[config.mk]
export PLATFORM = sky130hd
export DESIGN_NAME = serial_add_ctrl
export DESIGN_NICKNAME = d
export VERILOG_FILES = /design/src/rtl/serial_add_ctrl.sv
export SDC_FILE = /design/constraint.sdc
export NUM_CORES = 1
export LEC_CHECK = 0
export CAP_MARGIN = 10
export CORE_MARGIN = 2
export CORE_UTILIZATION = 42
export DETAILED_ROUTE_END_ITERATION = 12
export GPL_ROUTABILITY_DRIVEN = 1
export MAX_ROUTING_LAYER = met4
export PLACE_DENSITY = 0.77
export SLEW_MARGIN = 20
export SYNTH_ARGS = -nofsm -noshare
export SYNTH_HDL_FRONTEND = slang
export SYNTH_SLANG_ARGS = --single-unit
[constraint.sdc]
create_clock -name clk -period 2.8 [get_ports clk]
set_input_delay 0.28 -clock clk [delete_from_list [all_inputs] [get_ports clk]]
set_output_delay 0.28 -clock clk [all_outputs]
set_load 0.01 [all_outputs]
[src/rtl/serial_add_ctrl.sv]
// Bit-serial adder sequencer driving one registered-carry full-adder cell, LSB first.
// Latency: done rises WIDTH edges after the edge that samples start; one add per WIDTH+1 busy cycles.
// Backpressure: none queued; start is only sampled in IDLE and dropped while RUN/DONE.
//
// Ports:
//   clk, rst      rising-edge clock, asynchronous active-high reset
//   start         request, sampled only when idle, together with a, b, cin (and sub)
//   a, b, cin     WIDTH-bit operands and carry-in
//   sub           subtract select (present only when SERIAL_SUB_EN is defined)
//   busy          high from the cycle after start is accepted through the done cycle
//   done          one-cycle pulse; sum/cout valid from this cycle on
//   sum, cout     registered result, held until the next done
//
// Build option: define SERIAL_SUB_EN to add the sub port ({cout,sum} = a + ~b + 1 when sub=1).

module serial_add_ctrl #(
  parameter int WIDTH = 8
) (
  input  logic             clk,
  input  logic             rst,
  input  logic             start,
  input  logic [WIDTH-1:0] a,
  input  logic [WIDTH-1:0] b,
  input  logic             cin,
`ifdef SERIAL_SUB_EN
  input  logic             sub,
`endif
  output logic             busy,
  output logic             done,
  output logic [WIDTH-1:0] sum,
  output logic             cout
);

  localparam int CW = $clog2(WIDTH);
  localparam logic [CW-1:0] LAST = CW'(WIDTH - 1);

  typedef enum logic [1:0] {
    S_IDLE = 2'd0,
    S_RUN  = 2'd1,
    S_DONE = 2'd2
  } state_t;

  state_t           state;
  logic [WIDTH-1:0] a_sr;   // operand A; vacated MSBs double as the sum accumulator
  logic [WIDTH-1:0] b_sr;
  logic             carry;
  logic [CW-1:0]    cnt;

  // Values captured at start (subtract folds into the B operand and carry-in)
  logic [WIDTH-1:0] b_load;
  logic             c_load;

  always_comb begin
    b_load = b;
    c_load = cin;
`ifdef SERIAL_SUB_EN
    if (sub) begin
      b_load = ~b;
      c_load = 1'b1;
    end
`endif
  end

  // The shared full-adder cell
  logic bit_s;
  logic bit_c;

  always_comb begin
    bit_s = a_sr[0] ^ b_sr[0] ^ carry;
    bit_c = (a_sr[0] & b_sr[0]) | (a_sr[0] & carry) | (b_sr[0] & carry);
  end

  // As A shifts right, each sum bit enters at the top; after WIDTH shifts
  // a_sr holds the complete result, so no separate accumulator is needed.
  logic [WIDTH-1:0] acc_next;

  always_comb begin
    acc_next = {bit_s, a_sr[WIDTH-1:1]};
  end

  always_ff @(posedge clk or posedge rst) begin
    if (rst) begin
      state <= S_IDLE;
      a_sr  <= '0;
      b_sr  <= '0;
      carry <= 1'b0;
      cnt   <= '0;
      busy  <= 1'b0;
      done  <= 1'b0;
      sum   <= '0;
      cout  <= 1'b0;
    end else begin
      case (state)
        S_IDLE: begin
          done <= 1'b0;
          if (start) begin
            a_sr  <= a;
            b_sr  <= b_load;
            carry <= c_load;
            cnt   <= '0;
            busy  <= 1'b1;
            state <= S_RUN;
          end
        end

        S_RUN: begin
          a_sr  <= acc_next;
          b_sr  <= {1'b0, b_sr[WIDTH-1:1]};
          carry <= bit_c;
          if (cnt == LAST) begin
            // Final bit: publish the whole result at once, never partials.
            // cnt is left at LAST so it never wraps.
            sum   <= acc_next;
            cout  <= bit_c;
            done  <= 1'b1;
            state <= S_DONE;
          end else begin
            cnt <= cnt + CW'(1);
          end
        end

        S_DONE: begin
          done  <= 1'b0;
          busy  <= 1'b0;
          state <= S_IDLE;
        end

        default: begin
          done  <= 1'b0;
          busy  <= 1'b0;
          state <= S_IDLE;
        end
      endcase
    end
  end

endmodule
==> results.txt <==
Classification of the worst-slack hold path - input pin to async pin
Critical path class - flop to flop
Total of hold buffers inserted after clock tree synthesis - 0
Power Density - 1010 mW/mm²
Area growth from synthesis to final layout - 25.7%
Worst-case vdd ir drop - 491 µV
Antenna diode count - 0
Leak - 0.902 nW
Sum of met3 wire segment lengths after detailed routing - 98 µm
Clock transition time at the flip-flop clock pins of the worst setup and hold paths - 0.07 ns
Placed cell count - 212
WL/cell - 14.3 µm
Launching instance or port of the critical path - state[0]
Die Footprint - 0.00442 mm²
Final Wtd Congestion - 0.818
DR DRC count - 0
Status - finished clean
Area after DPL - 0.00196 mm²
Met1 routed wirelength after detailed routing - 1460 µm
Vertical die dimension - 66.5 µm
Fraction of final layout cells sized beyond drive strength 1 - 15.1%
Fill count - 316
Number of buffers created by CTS - 5
Placed wire-length estimate - 2190 µm
Sinks on the clock net - 33
Cell depth of the worst flop-to-flop path - 2
Final number of hold-violating endpoints - 0
Number of register bits inferred by synthesis - 33
Clock insertion delay at the later pin of the skew report - 0.28 ns
Die span in x - 66.5 µm
Area share of the largest cell type after synthesis - 50.4%
Post-route setup TNS - 0 ns
Placeable core region - 0.00372 mm²
Total of cells resized after clock tree synthesis - 0
Post-Syn Area - 0.00164 mm²
Leading post-synthesis cells by cell area - sky130_fd_sc_hd__dfrtp_1 (50%), sky130_fd_sc_hd__nor4b_1 (8.0%), sky130_fd_sc_hd__mux2_2 (6.2%), sky130_fd_sc_hd__inv_1 (3.9%), sky130_fd_sc_hd__a211oi_1 (3.7%)
CP Capture Type - flop
Vias in the first global route - 1182
Vias post-DR - 1189
Syn avg cell area - 11.5 µm²
Capturing element of the worst setup path - sum[2]
Buffer cell driving the clock tree root - sky130_fd_sc_hd__clkbuf_8
End of the worst register-to-register path - sum[2]
Type of origin of the critical path - flop
Final worst-path cycle share - 67.4%
Worst Slack Setup Final - 0.912 ns
Cell accounting for the most synthesized area - sky130_fd_sc_hd__dfrtp_1
Final standard cell utilization of the core - 55.5%
Number of detailed-routing iterations run before antenna repair - 4
Buffers inserted by post-CTS timing repair - 0
Period minus WS final - 1.89 ns
Final Net Count - 195
Count of boundary I/O pins - 31
Syn Nets - 166
Worst Path Max Fanout - 26
Crit path arrival time - 2.05 ns
Number of cells in the finished layout apart from fillers - 220
Maximum Capacitance Violations - 0
CTS tree - yes
Number of different library cells in the post-synthesis netlist - 26
Maximum level of the CTS H-tree - 2
Final cell area excluding filler cells - 0.00206 mm²
Met2 wire len - 1560 µm
GRT Residual Overflow - 0
Unrepaired setup endpoints after global routing - false
Final setup viols - 0
Number of nets with antenna violations after routing - 0
CTS max path bufs - 2
Pin slew with the least headroom to its limit - 0.791 ns
Detailed Route Iter0 Violations - 61
Sequential element share of the synthesized area - 50.4%
Source of the worst register-to-register timing path - state[0]
Final Skew - 0.00723 ns
Pre-CTS setup slack - 0.892 ns
F_max - 530 MHz
Initial cell density of the core - 44.1%
Routed via count divided by cell count - 5.40
Std-Cell Rows - 22
Routed Wire Length - 3160 µm
Max-slew headroom - 47.2%
Cells after synthesis - 142
Initial antenna violation count - 0
First-pass GRT wire length - 5400 µm
Flop-to-flop setup slack - 0.91 ns
Required time of the critical path - 2.96 ns
Number of input and output port buffers inserted - 30
Total count of max-transition violations in the final report - 0
Global router's overall resource usage - 16.6%
Yosys warning count - 0
Highest routed layer - met4
Pin count of the biggest net entering global routing - 34
## critical path, cell delays in order (launching register included)
cell and delay [ns]:
sky130_fd_sc_hd__dfrtp_1 0.80, sky130_fd_sc_hd__nand3b_1 0.54, sky130_fd_sc_hd__mux2_2 0.42
## worst min-delay path by stage
stage          cells after the start       end  startpoint
6_report                           3  state[0]         rst
5_1_grt                            3  state[0]         rst
4_1_cts                            3     carry         rst
3_5_place_dp                       1   b_sr[7]     b_sr[7]
3_3_place_gp                       2      done        done
2_1_floorplan                      1   a_sr[0]         rst
## state kept, by name, summed over array words and instances, names as in the netlist
signal and count:
a_sr 8, b_sr 8, busy 1, carry 1, cnt 3, cout 1, done 1, state 2
sum 8
## cell type report
cell class / count / area (µm²) / area share, %
clock inverter: 1 / 5.00 / 0.243
multi-input combinational: 80 / 679 / 33.0
timing repair buffer: 34 / 330 / 16.0
sequential: 33 / 826 / 40.1
clock buffer: 7 / 96.3 / 4.68
tap: 48 / 60.1 / 2.91
inverter: 17 / 63.8 / 3.10
## cells in the mapped netlist
library cell / count
sky130_fd_sc_hd__mux2_2: 9
sky130_fd_sc_hd__ha_1: 3
sky130_fd_sc_hd__and3_1: 3
sky130_fd_sc_hd__a221oi_1: 5
sky130_fd_sc_hd__buf_4: 2
sky130_fd_sc_hd__o2bb2ai_1: 1
sky130_fd_sc_hd__buf_6: 1
sky130_fd_sc_hd__clkbuf_1: 1
sky130_fd_sc_hd__nand2b_1: 4
sky130_fd_sc_hd__a211o_1: 3
sky130_fd_sc_hd__inv_1: 17
sky130_fd_sc_hd__a221oi_2: 1
sky130_fd_sc_hd__o21bai_2: 1
sky130_fd_sc_hd__nor2_1: 8
sky130_fd_sc_hd__nor4bb_1: 2
sky130_fd_sc_hd__o21ba_2: 1
sky130_fd_sc_hd__nand3b_1: 1
sky130_fd_sc_hd__a211oi_1: 8
sky130_fd_sc_hd__o221a_2: 2
sky130_fd_sc_hd__dfrtp_1: 33
sky130_fd_sc_hd__buf_2: 8
sky130_fd_sc_hd__or4b_1: 2
sky130_fd_sc_hd__a21oi_1: 2
sky130_fd_sc_hd__nor4b_1: 15
sky130_fd_sc_hd__nor3b_1: 8
sky130_fd_sc_hd__fa_1: 1
## routing by layer
metal	vias to the layer above	GRT usage [%]
li1	571	-
met1	592	21.0
met2	22	26.5
met3	4	3.04
met4	0	6.12
met5	-	-
## stage by stage
step	power [mW]	hold slack (ns)
after global placement	1.66	0.477
final	2.07	0.388
after floorplan	1.42	0.409
after CTS	2.10	0.401
after global routing	2.24	0.418
after detailed placement	1.71	0.476
## cells in the final DEF (no fill, tap or decap), drive strengths merged
master	n
mux2	9
and3	3
ha	3
nand3b	1
o21bai	1
nor4bb	2
or4b	2
dfrtp	33
a221oi	6
o221a	2
fa	1
o21ba	1
clkdlybuf4s50	30
buf	4
inv	17
nand2b	4
nor3b	8
a211o	3
clkbuf	7
nor4b	15
a211oi	8
clkinv	1
a21oi	2
nor2	8
o2bb2ai	1
## where the power goes
group / switching [mW] / internal, mW / leakage, nW
Sequential: 0.173 / 0.699 / 0.376
Combinational: 0.343 / 0.472 / 0.472
Clock: 0.166 / 0.222 / 0.0542
## cells by family (layout without fill, tap and decap cells)
group | count (synthesis) | in the layout | share of synthesized area [%]
simple gates | 43 | 43 | 19.1
flops | 33 | 33 | 50.4
buf+inv | 29 | 59 | 8.17
compound gates | 24 | 24 | 12.7
mux | 9 | 9 | 6.18
fa+ha+maj | 4 | 4 | 3.51
Power figures use the tool's default switching activity.
